File: config.mk
export PLATFORM = sky130hd
export DESIGN_NAME = fifo_wr_arbiter
export DESIGN_NICKNAME = d
export VERILOG_FILES = /design/src/rtl/fifo_wr_arbiter.sv
export SDC_FILE = /design/constraint.sdc
export NUM_CORES = 1
export LEC_CHECK = 0
export BUFFER_PORTS_ARGS = -buffer_cell sky130_fd_sc_hd__buf_2
export CORE_MARGIN = 5
export CORE_UTILIZATION = 40
export DETAILED_ROUTE_END_ITERATION = 12
export HOLD_SLACK_MARGIN = 0.08
export PLACE_DENSITY = 0.78
export SLEW_MARGIN = 20
export SYNTH_ARGS = -nofsm -noshare
export SYNTH_HDL_FRONTEND = slang
export SYNTH_SLANG_ARGS = --single-unit
export TNS_END_PERCENT = 20
File: constraint.sdc
create_clock -name wr_clk -period 3.3 [get_ports wr_clk]
set_input_delay 0.99 -clock wr_clk [delete_from_list [all_inputs] [get_ports wr_clk]]
set_output_delay 0.99 -clock wr_clk [all_outputs]
set_load 0.01 [all_outputs]
File: src/rtl/fifo_wr_arbiter.sv
// fifo_wr_arbiter
//
// Round-robin arbiter that shares the single write port of the async FIFO
// (wr_clk domain) among NUM_REQ requesters. A grant covers one burst: the
// owner keeps the port until it sends req_last or has written BURST_MAX
// beats. FIFO back-pressure (fifo_full) is passed straight to the owner, so
// beats are never lost or duplicated.
//
// Ports:
//   wr_clk          FIFO write clock
//   rst             asynchronous, active-high reset
//   req_valid       per-requester beat valid            [NUM_REQ]
//   req_data        per-requester beat, requester i at  [i*DATA_WIDTH +: DATA_WIDTH]
//   req_last        per-requester last-beat marker      [NUM_REQ]
//   req_ready       per-requester accept                [NUM_REQ]
//   fifo_full       FIFO full flag (registered in the FIFO)
//   fifo_wr_en      FIFO write enable
//   fifo_write_data FIFO write data
//   grant_id        current owner, meaningful while busy is high
//   busy            high while a requester holds the port
//   stall_count     (only with FIFO_WR_ARB_STALL_CNT_EN) saturating count of
//                   cycles the owner had a beat ready while the FIFO was full
//
// Optional feature macro: FIFO_WR_ARB_STALL_CNT_EN

module fifo_wr_arbiter #(
  parameter  int DATA_WIDTH = 8,
  parameter  int NUM_REQ    = 4,
  parameter  int BURST_MAX  = 4,
  localparam int IW         = (NUM_REQ > 1) ? $clog2(NUM_REQ) : 1,
  localparam int CW         = $clog2(BURST_MAX) + 1
) (
  input  logic                          wr_clk,
  input  logic                          rst,
  input  logic [NUM_REQ-1:0]            req_valid,
  input  logic [NUM_REQ*DATA_WIDTH-1:0] req_data,
  input  logic [NUM_REQ-1:0]            req_last,
  output logic [NUM_REQ-1:0]            req_ready,
  input  logic                          fifo_full,
  output logic                          fifo_wr_en,
  output logic [DATA_WIDTH-1:0]         fifo_write_data,
  output logic [IW-1:0]                 grant_id,
  output logic                          busy
`ifdef FIFO_WR_ARB_STALL_CNT_EN
  ,
  output logic [15:0]                   stall_count
`endif
);

  typedef enum logic {
    ARB,
    GRANT
  } state_e;

  state_e          state_q, state_d;
  logic [IW-1:0]   grant_id_q, grant_id_d;
  logic [IW-1:0]   last_id_q, last_id_d;
  logic [CW-1:0]   beat_cnt_q, beat_cnt_d;
  logic            busy_q, busy_d;

  logic            any_valid;
  logic [IW-1:0]   win_id;
  logic [IW-1:0]   cand;
  int              idx;

  logic            in_grant;
  logic            own_valid;
  logic            own_last;
  logic [DATA_WIDTH-1:0] own_data;
  logic            burst_end;

  // Round-robin search. Offsets are walked from farthest to nearest so the
  // last match written is the first valid requester above last_id.
  always_comb begin
    any_valid = 1'b0;
    win_id    = '0;
    idx       = 0;
    cand      = '0;
    for (int k = NUM_REQ; k >= 1; k--) begin
      idx  = (int'(last_id_q) + k) % NUM_REQ;
      cand = IW'(idx);
      if (req_valid[cand]) begin
        any_valid = 1'b1;
        win_id    = cand;
      end
    end
  end

  // Select the owner's valid/last/data. Only grant_id feeds the select, so
  // req_data never reaches any control signal.
  always_comb begin
    own_valid = 1'b0;
    own_last  = 1'b0;
    own_data  = '0;
    for (int i = 0; i < NUM_REQ; i++) begin
      if (grant_id_q == IW'(i)) begin
        own_valid = req_valid[i];
        own_last  = req_last[i];
        own_data  = req_data[i*DATA_WIDTH +: DATA_WIDTH];
      end
    end
  end

  // Write-port outputs are combinational from state, owner valid and full.
  always_comb begin
    in_grant        = (state_q == GRANT);
    req_ready       = '0;
    for (int i = 0; i < NUM_REQ; i++) begin
      req_ready[i] = in_grant && !fifo_full && (grant_id_q == IW'(i));
    end
    fifo_wr_en      = in_grant && own_valid && !fifo_full;
    fifo_write_data = in_grant ? own_data : '0;
    burst_end       = own_last || ((beat_cnt_q + CW'(1)) == CW'(BURST_MAX));
  end

  // Next-state logic. A stalled or idle owner simply holds everything.
  always_comb begin
    state_d    = state_q;
    grant_id_d = grant_id_q;
    last_id_d  = last_id_q;
    beat_cnt_d = beat_cnt_q;
    busy_d     = busy_q;
    unique case (state_q)
      ARB: begin
        if (any_valid) begin
          state_d    = GRANT;
          grant_id_d = win_id;
          beat_cnt_d = '0;
          busy_d     = 1'b1;
        end
      end
      GRANT: begin
        if (fifo_wr_en) begin
          beat_cnt_d = beat_cnt_q + CW'(1);
          if (burst_end) begin
            state_d   = ARB;
            last_id_d = grant_id_q;
            busy_d    = 1'b0;
          end
        end
      end
      default: begin
        state_d = ARB;
        busy_d  = 1'b0;
      end
    endcase
  end

  // last_id resets to the top requester so requester 0 wins first.
  always_ff @(posedge wr_clk or posedge rst) begin
    if (rst) begin
      state_q    <= ARB;
      grant_id_q <= '0;
      last_id_q  <= IW'(NUM_REQ - 1);
      beat_cnt_q <= '0;
      busy_q     <= 1'b0;
    end else begin
      state_q    <= state_d;
      grant_id_q <= grant_id_d;
      last_id_q  <= last_id_d;
      beat_cnt_q <= beat_cnt_d;
      busy_q     <= busy_d;
    end
  end

  assign grant_id = grant_id_q;
  assign busy     = busy_q;

`ifdef FIFO_WR_ARB_STALL_CNT_EN
  logic [15:0] stall_q, stall_d;

  // Counts owner-ready-but-full cycles, saturating rather than wrapping.
  always_comb begin
    stall_d = stall_q;
    if (in_grant && own_valid && fifo_full && (stall_q != 16'hFFFF)) begin
      stall_d = stall_q + 16'd1;
    end
  end

  always_ff @(posedge wr_clk or posedge rst) begin
    if (rst) begin
      stall_q <= '0;
    end else begin
      stall_q <= stall_d;
    end
  end

  assign stall_count = stall_q;
`endif

endmodule

==> qor.yml, run 1 <==
status:
  status: "finished, final reports clean"
detailed_routing:
  vias: 862
  wl_per_cell_um: 14.8
  wirelength_mm: 2.45
  vias_per_cell: 5.22
  ant_nets: 0
  drt_iter0_drc: 32
  drt_pass1_iterations: 4
  drcViolationCount: 0
critical_path:
  start_kind: "flip-flop"
  worstPathMaxFanout: 17
  r2r_slack_ns: 1.08
  path_cells: "mux4_1, and2_1, buf_2"
  arrival_ns: 1.99
  end_kind: "output pin"
  slowest_stage: "dfrtp_1"
  r2r-start: "grant_id[0]"
  critPathLaunch: "grant_id[0]"
  crit_end: "fifo_write_data[2]"
  rr_worst_depth: 4
  critical_path.max_stage_delay_ns: 0.80
  worstReg2RegEnd: "last_id_q[1]"
  crit_type: "flip-flop to output pin"
  required_ns: 2.31
die:
  core-area_mm2: 0.00200
  start_util: 0.427
  dieArea_mm2: 0.00316
  io_pins: 59
  die_x_um: 56.2
  placementRows: 16
  dieHeight_um: 56.2
final_layout:
  diodes: 0
  final_cell_mix: "58 x buf_2, 10 x nor2_1, 8 x and2_1, 7 x nand2_1, 7 x dfrtp_1"
  nNetsFinal: 184
  drive_gt1_frac: 0.522
  fill_cells: 183
  area.growth.synth_to_final_pct: 36.6
  final_common_cell: "buf_2"
clock_network:
  cts_buffers: 3
  post_cts_buffers: 0
  clock-root-buffer: "clkbuf_4"
  clock-sinks: 9
  hold_buffers: 0
  tritoncts: "built"
  clk_latency_ns: 0.26
  cts_buffer_depth: 2
  h-tree-depth: 1
  cts-resized-gates: 0
  clk_pin_slew_ns: 0.06
sta:
  clock.fmax_mhz: 335
  fin_setup_tns_ns: 0
  skew_ns: 0.00344
  fin_hold_ws_ns: 0.488
  worst_pin_slew_ns: 0.713
  period_share: 0.904
  finalSetupViolations: 0
  rsz0062_at_grt: "no"
  relSlewSlack: 0.525
  finalHoldViolations: 0
  slew_violations: 0
  period_needed_ns: 2.98
synthesis:
  synth_top_cell_by_area: "dfrtp_1"
  synth_edf_count: 0
  ys_warn_count: 0
  async_flop_share: 1.00
  synth.top_cell.area_share: 0.205
  synth.distinct_cells: 28
  synth_area_um2: 855
  yosys-top-cells-area: "dfrtp_1 20%, mux4_1 15%, mux4_2 13%"
  synth_nets: 127
  seq_area_frac_synth: 0.266
  synth-main-ff-cell: "dfrtp_1"
  synth_cells: 82
  avgSynthCellArea_um2: 10.4
  synth-seq-cells: 9
hold_path:
  min_path_type: "flip-flop to flip-flop"
pwr:
  leakagePower_nw: 0.600
  peakVddDrop_mv: 0.478
  finalPower_uw: 867
  pwr_density_cell_mw_per_mm2: 743
placed_design:
  gp_congestion: 0.918
  dp_hpwl_mm: 2.02
  port_buffers: 58
global_route:
  grt_max_degree: 18
  grt.overflow.total: 0
  antenna_found_initial: 0
  grt_pass1_wl_mm: 3.85
  grt_pass1_vias: 819
  grt_usage: 0.147
flow_run:
  maxCapViolCount: 0
[through the flow]
step / util / setup WS (ns) / instance area (um2) / instances
5_1_grt: 0.583 / 0.174 / 1170 / 165
6_report: 0.583 / 0.316 / 1170 / 165
4_1_cts: 0.583 / 0.274 / 1170 / 165
3_3_place_gp: 0.570 / 0.425 / 1140 / 161
3_5_place_dp: 0.570 / 0.421 / 1140 / 161
2_1_floorplan: - / 0.613 / 855 / 82
[cell usage after synthesis (2+ instances only)]
master	instances
clkbuf_1	4
inv_1	4
o22ai_1	2
dfstp_2	2
mux4_1	5
nand2_1	7
dfrtp_1	7
a21oi_1	4
buf_6	2
and2_1	8
mux4_2	5
nor2_1	10
ha_1	2
mux2_4	2
o21ai_0	5
[per-layer routing]
metal	vias up	GRT usage	routed length, um
met5	-	0	0
met4	0	0.0305	23
met3	4	0.0325	191
met2	39	0.274	1280
met1	406	0.170	955
li1	413	-	-
[cell families after synthesis]
kind of cell,synth area share
flip-flops,0.266
buffers and inverters,0.0615
AO/OA/AOI/OAI,0.110
adder cells (fa/ha/maj),0.0293
multiplexers,0.332
AND/OR/NAND/NOR,0.190
XOR/XNOR,0.0103
[how the worst min path moves through the flow]
| stage | from | end | slack [ns] | depth (start not counted) |
|---|---|---|---|---|
| CTS | beat_cnt_q[2] | beat_cnt_q[2] | 0.49 | 1 |
| finish | beat_cnt_q[2] | beat_cnt_q[2] | 0.49 | 1 |
| global route | beat_cnt_q[2] | beat_cnt_q[2] | 0.50 | 1 |
| floorplan | beat_cnt_q[2] | beat_cnt_q[2] | 0.47 | 1 |
| global placement | busy | busy | 0.48 | 2 |
| detailed placement | beat_cnt_q[2] | beat_cnt_q[2] | 0.48 | 1 |
[where the power goes]
group / internal, mW / switching [mW] / total (mW)
clock network: 0.0466 / 0.0386 / 0.0852
registers: 0.168 / 0.114 / 0.282
logic: 0.294 / 0.206 / 0.500
total: 0.509 / 0.358 / 0.867
[flip-flops by register name, summed over array words and instances (netlist names)]
register    count
busy            1
in_grant        1
last_id_q       2
grant_id        2
beat_cnt_q      3
[critical path: cells and delay by family (launching register included)]
kind | cells | cell delay [ns]
simple gates | 1 | 0.16
flops | 1 | 0.80
buf+inv | 1 | 0.13
mux | 1 | 0.64
[cell type report]
cell class | instances | area, um2 | share of cell area
clock buffer | 4 | 26.3 | 0.0225
inverter | 4 | 15.0 | 0.0129
multi-input combinational | 63 | 574 | 0.492
sequential | 9 | 228 | 0.195
tap | 27 | 33.8 | 0.0289
timing repair buffer | 58 | 290 | 0.249
No activity file was read; power rests on OpenSTA's default activity.
==> inputs of run 2 (changes only) <==
ABC_AREA = 1   (was unset)
PLACE_DENSITY = 0.75   (was 0.78)
==> run 2 against run 1 <==
Setup slack better by 0.12 ns. Clock power is 3.4% lower. Flip-flop and latch count stayed put. Critical path depth is 3 higher. Hold slack worse by 0.0092 ns. Synthesized cell count is 100% higher. Clock skew is 0.0023 ns higher.
==> qor.yml, run 2 <==
critical_path:
  cp_num_cells: 6
  required_ns: 2.31
  critical_path_buf_inv_count: 2
  cpMostUsedCell: "buf_2"
  path_cells: "buf_2, or2_4, nor2_4, o2111ai_4, nand2_4, buf_2"
  crit_type: "primary input to output pin"
  rr_worst_depth: 8
  arrival_ns: 1.87
  critPathTopFamily: "simple AND/OR/NAND/NOR gates"
  worstPathMaxFanout: 7
  start_kind: "primary input"
  slowest_stage: "or2_4"
  end_kind: "output pin"
  critical_path.max_stage_delay_ns: 0.28
detailed_routing:
  drt_pass1_iterations: 4
  vias_per_cell: 4.70
  drcViolationCount: 0
  drt_iter0_drc: 54
  vias: 1195
  ant_nets: 0
  wl_per_cell_um: 11.3
  wirelength_mm: 2.86
clock_network:
  clk_latency_ns: 0.26
  cts_buffers: 3
  clock-root-buffer: "clkbuf_4"
  h-tree-depth: 1
  clk_pin_slew_ns: 0.06
  cts_buffer_depth: 2
  post_cts_buffers: 0
  cts-resized-gates: 0
  clock-sinks: 9
  hold_buffers: 0
  tritoncts: "built"
global_route:
  antenna_found_initial: 0
  grt_pass1_wl_mm: 4.53
  grt_max_degree: 14
  grt_usage: 0.163
  grt.overflow.total: 0
  grt_pass1_vias: 1084
placed_design:
  dp_hpwl_mm: 2.34
  port_buffers: 58
  placed_area_mm2: 0.00130
  gp_congestion: 0.783
  place_inst: 250
sta:
  period_share: 0.868
  worst_pin_slew_ns: 0.480
  finalHoldViolations: 0
  relSlewSlack: 0.680
  skew_ns: 0.00575
  finalSetupViolations: 0
  fin_setup_tns_ns: 0
  period_needed_ns: 2.86
  clock.fmax_mhz: 349
  rsz0062_at_grt: "no"
  slew_violations: 0
final_layout:
  nNetsFinal: 270
  area.growth.synth_to_final_pct: 33.5
  diodes: 0
  largest_register_ffs: 3
  finalInstanceArea_mm2: 0.00133
  drive_gt1_frac: 0.362
  regArea_um2: 228
  final_util: 0.545
  final_common_cell: "nand2_1"
  stdcell_count: 254
  multi_input_area_um2: 658
  top_register: "beat_cnt_q"
  final_cell_mix: "66 x nand2_1, 58 x buf_2, 17 x o21ai_0, 14 x inv_1, 11 x nand3_1"
  fill_cells: 271
synthesis:
  synth.top_cell.area_share: 0.250
  seq_area_frac_synth: 0.230
  synth.distinct_cells: 28
  yosys-top-cells-count: "66 x nand2_1, 17 x o21ai_0, 14 x inv_1"
  ys_warn_count: 0
  yosys-top-cells-area: "nand2_1 25%, dfrtp_1 18%, o21ai_0 8.6%"
  synth_edf_count: 0
  avgSynthCellArea_um2: 6.01
  synth_top_cell_by_area: "nand2_1"
  async_flop_share: 1.00
  synth-seq-cells: 9
  synth_nets: 210
  yosys.cell_count.top_type: "nand2_1"
  synth_cells: 165
  synth_area_um2: 992
  synth-main-ff-cell: "dfrtp_1"
hold_path:
  min_path_type: "flip-flop to flip-flop"
  whs_path_depth: 2
die:
  io_pins: 59
  core-area_mm2: 0.00243
  dieArea_mm2: 0.00358
  die_x_um: 59.8
  start_util: 0.408
  dieHeight_um: 59.8
  placementRows: 18
status:
  status: "finished, final reports clean"
flow_run:
  maxCapViolCount: 0
pwr:
  peakVddDrop_mv: 0.503
  leakagePower_nw: 0.772
  pwr_density_cell_mw_per_mm2: 857
[run 2: cell type report]
class                      instances  share of cell area
clock buffer                       4              0.0198
tap                               30              0.0283
timing repair buffer              58               0.219
multi-input combinational        131               0.497
sequential                         9               0.172
inverter                          22              0.0642
[run 2: metrics by stage]
stage | power, mW | worst slack (ns) | hold WS, ns
floorplan | 0.837 | 0.678 | 0.464
finish | 1.14 | 0.435 | 0.478
detailed placement | 1.06 | 0.430 | 0.464
CTS | 1.15 | 0.428 | 0.484
global placement | 1.05 | 0.445 | 0.457
global route | 1.28 | 0.394 | 0.515
[run 2: worst paths after layout]
kind	slack, ns	startpoint	to
min reg2reg	0.48	busy	busy
max	0.44	fifo_full	fifo_wr_en
min	0.48	busy	busy
max reg2reg	1.56	grant_id[1]	in_grant
min in group asynchronous	0.67	rst	busy
max in group asynchronous	2.33	rst	last_id_q[0]
[run 2: metal layers]
metal	share of wire	wire, um	GRT usage
met3	0.12	344	0.0454
met1	0.43	1220	0.193
met2	0.44	1270	0.287
met5	0	0	0
met4	0.0084	24	0.0380
[run 2: where the power goes]
part           internal [mW]  switching, mW  leakage (nW)
clock                 0.0464         0.0359        0.0150
combinational          0.307          0.485         0.653
sequential             0.168         0.0946         0.104
total                  0.521          0.615         0.772
[run 2: cell families after synthesis]
| kind of cell | share of synthesized area |
|---|---|
| xor gates and xnor gates | 0.00883 |
| and+or+nand+nor | 0.438 |
| DFF | 0.230 |
| adders and majority gates | 0.0252 |
| AOI/OAI and AO/OA | 0.192 |
| buffers and inverters | 0.107 |
[run 2: worst register-to-register path, stage by stage, from the launching register on]
cell and delay (ns):
dfrtp_1 0.64, nand2_2 0.22, inv_2 0.22, nor2_1 0.07, o211ai_1 0.13, nand3_2 0.15
nand2_4 0.12, nand2_1 0.06, nand2_1 0.06
==> inputs of run 3 (changes only) <==
clock period = 3.6 ns   (was 3.3 ns; I/O delays follow)
==> run 3 against run 2 <==
Die area unchanged. Utilization unchanged. Largest cell class unchanged. Setup slack gained 0.13 ns. Critical path type unchanged. Sequential share of layout area did not move. Critical path depth unchanged. Wire length fell by 0.59%. Final cell count unchanged. Design area did not move. Non-clock buffer count did not move. Largest power group unchanged. Global-route usage decreased by 0.13 points.
==> qor.yml, run 3 (synthesis results as in run 2) <==
critical_path:
  r2r_slack_ns: 1.93
  critical_path.max_stage_delay_ns: 0.28
  required_ns: 2.52
  crit_type: "primary input to output pin"
  path_cells: "buf_2, or2_4, nor2_4, o2111ai_4, nand2_4, buf_2"
  critPathTopFamily: "simple AND/OR/NAND/NOR gates"
  critical_path_buf_inv_count: 2
  slowest_stage: "or2_4"
  end_kind: "output pin"
  arrival_ns: 1.95
  worstPathMaxFanout: 7
  cpMostUsedCell: "buf_2"
  start_kind: "primary input"
die:
  placementRows: 18
  die_x_um: 59.8
  start_util: 0.408
  dieHeight_um: 59.8
  io_pins: 59
  core-area_mm2: 0.00243
  dieArea_mm2: 0.00358
pwr:
  pwr_density_cell_mw_per_mm2: 781
  peakVddDrop_mv: 0.498
  leakagePower_nw: 0.772
global_route:
  grt_pass1_vias: 1092
  grt_pass1_wl_mm: 4.55
  grt_usage: 0.161
  grt_max_degree: 14
  antenna_found_initial: 0
  grt.overflow.total: 0
sta:
  fin_hold_ws_ns: 0.477
  period_needed_ns: 3.03
  period_share: 0.843
  rsz0062_at_grt: "no"
  finalSetupViolations: 0
  fin_setup_tns_ns: 0
  finalHoldViolations: 0
  timing.final.ws_setup_ns: 0.565
  worst_pin_slew_ns: 0.458
  clock.fmax_mhz: 330
  skew_ns: 0.000249
  relSlewSlack: 0.695
  slew_violations: 0
detailed_routing:
  vias: 1218
  drt_pass1_iterations: 4
  ant_nets: 0
  vias_per_cell: 4.80
  wl_per_cell_um: 11.2
  wirelength_mm: 2.84
  drt_iter0_drc: 50
  drcViolationCount: 0
placed_design:
  port_buffers: 58
  place_ws_ns: 0.563
  dp_hpwl_mm: 2.41
  gp_congestion: 0.786
final_layout:
  final_common_cell: "nand2_1"
  nNetsFinal: 270
  area.growth.synth_to_final_pct: 33.5
  drive_gt1_frac: 0.362
  largest_register_ffs: 3
  final_util: 0.545
  diodes: 0
  top_register: "beat_cnt_q"
  final_cell_mix: "66 x nand2_1, 58 x buf_2, 17 x o21ai_0, 14 x inv_1, 11 x nand3_1"
clock_network:
  post_cts_buffers: 0
  cts_buffer_depth: 2
  clock-sinks: 9
  clock-root-buffer: "clkbuf_4"
  clk_latency_ns: 0.25
  clk_pin_slew_ns: 0.06
  hold_buffers: 0
  cts-resized-gates: 0
  h-tree-depth: 1
  tritoncts: "built"
  cts_buffers: 3
status:
  status: "finished, final reports clean"
flow_run:
  maxCapViolCount: 0
hold_path:
  min_path_type: "flip-flop to flip-flop"
==> run 3: cell counts in the layout (fill, tap and decap cells not counted) <==
Identical to the previous run, type by type.
==> run 3: cell type report <==
class | instances | area (um2)
inverter | 22 | 85.1
clock buffer | 4 | 26.3
multi-input combinational | 131 | 658
tap | 30 | 37.5
sequential | 9 | 228
fill | 286 | 1110
timing repair buffer | 58 | 290
==> run 3: worst paths after layout <==
kind / startpoint / endpoint / cells past startpoint
max in group asynchronous: rst / last_id_q[1] / 2
min in group asynchronous: rst / grant_id[0] / 2
worst min register to register: busy / busy / 2
worst min-delay path: busy / busy / 2
worst max-delay path: fifo_full / fifo_wr_en / 6
worst max register to register: grant_id[1] / in_grant / 8
==> run 3: through the flow <==
stage	instance area [um2]	power, mW	cells
after global placement	1300	0.965	250
after detailed placement	1300	0.972	250
after global routing	1330	1.16	254
final	1330	1.04	254
after CTS	1330	1.05	254
after floorplan	992	0.767	165
==> run 3: report_power, final <==
part	switching [mW]	total, mW	leakage [nW]	internal (mW)
registers	0.0842	0.238	0.104	0.154
logic	0.442	0.723	0.653	0.281
clock network	0.0312	0.0736	0.0150	0.0424
==> run 3: per-layer routing <==
metal | wire length, um | global-route usage | vias up | share of wire
met1 | 1200 | 0.190 | 526 | 0.42
met3 | 354 | 0.0475 | 2 | 0.12
met2 | 1280 | 0.281 | 42 | 0.45
met4 | 8 | 0.0475 | 0 | 0.0028
met5 | 0 | 0 | - | 0
li1 | - | - | 648 | -
==> run 3: worst reg2reg max path: stages, from the launching register on <==
cell,delay (ns)
dfrtp_1,0.62
nand2_2,0.22
inv_2,0.21
nor2_1,0.07
o211ai_1,0.12
nand3_2,0.15
nand2_4,0.11
nand2_1,0.05
nand2_1,0.06
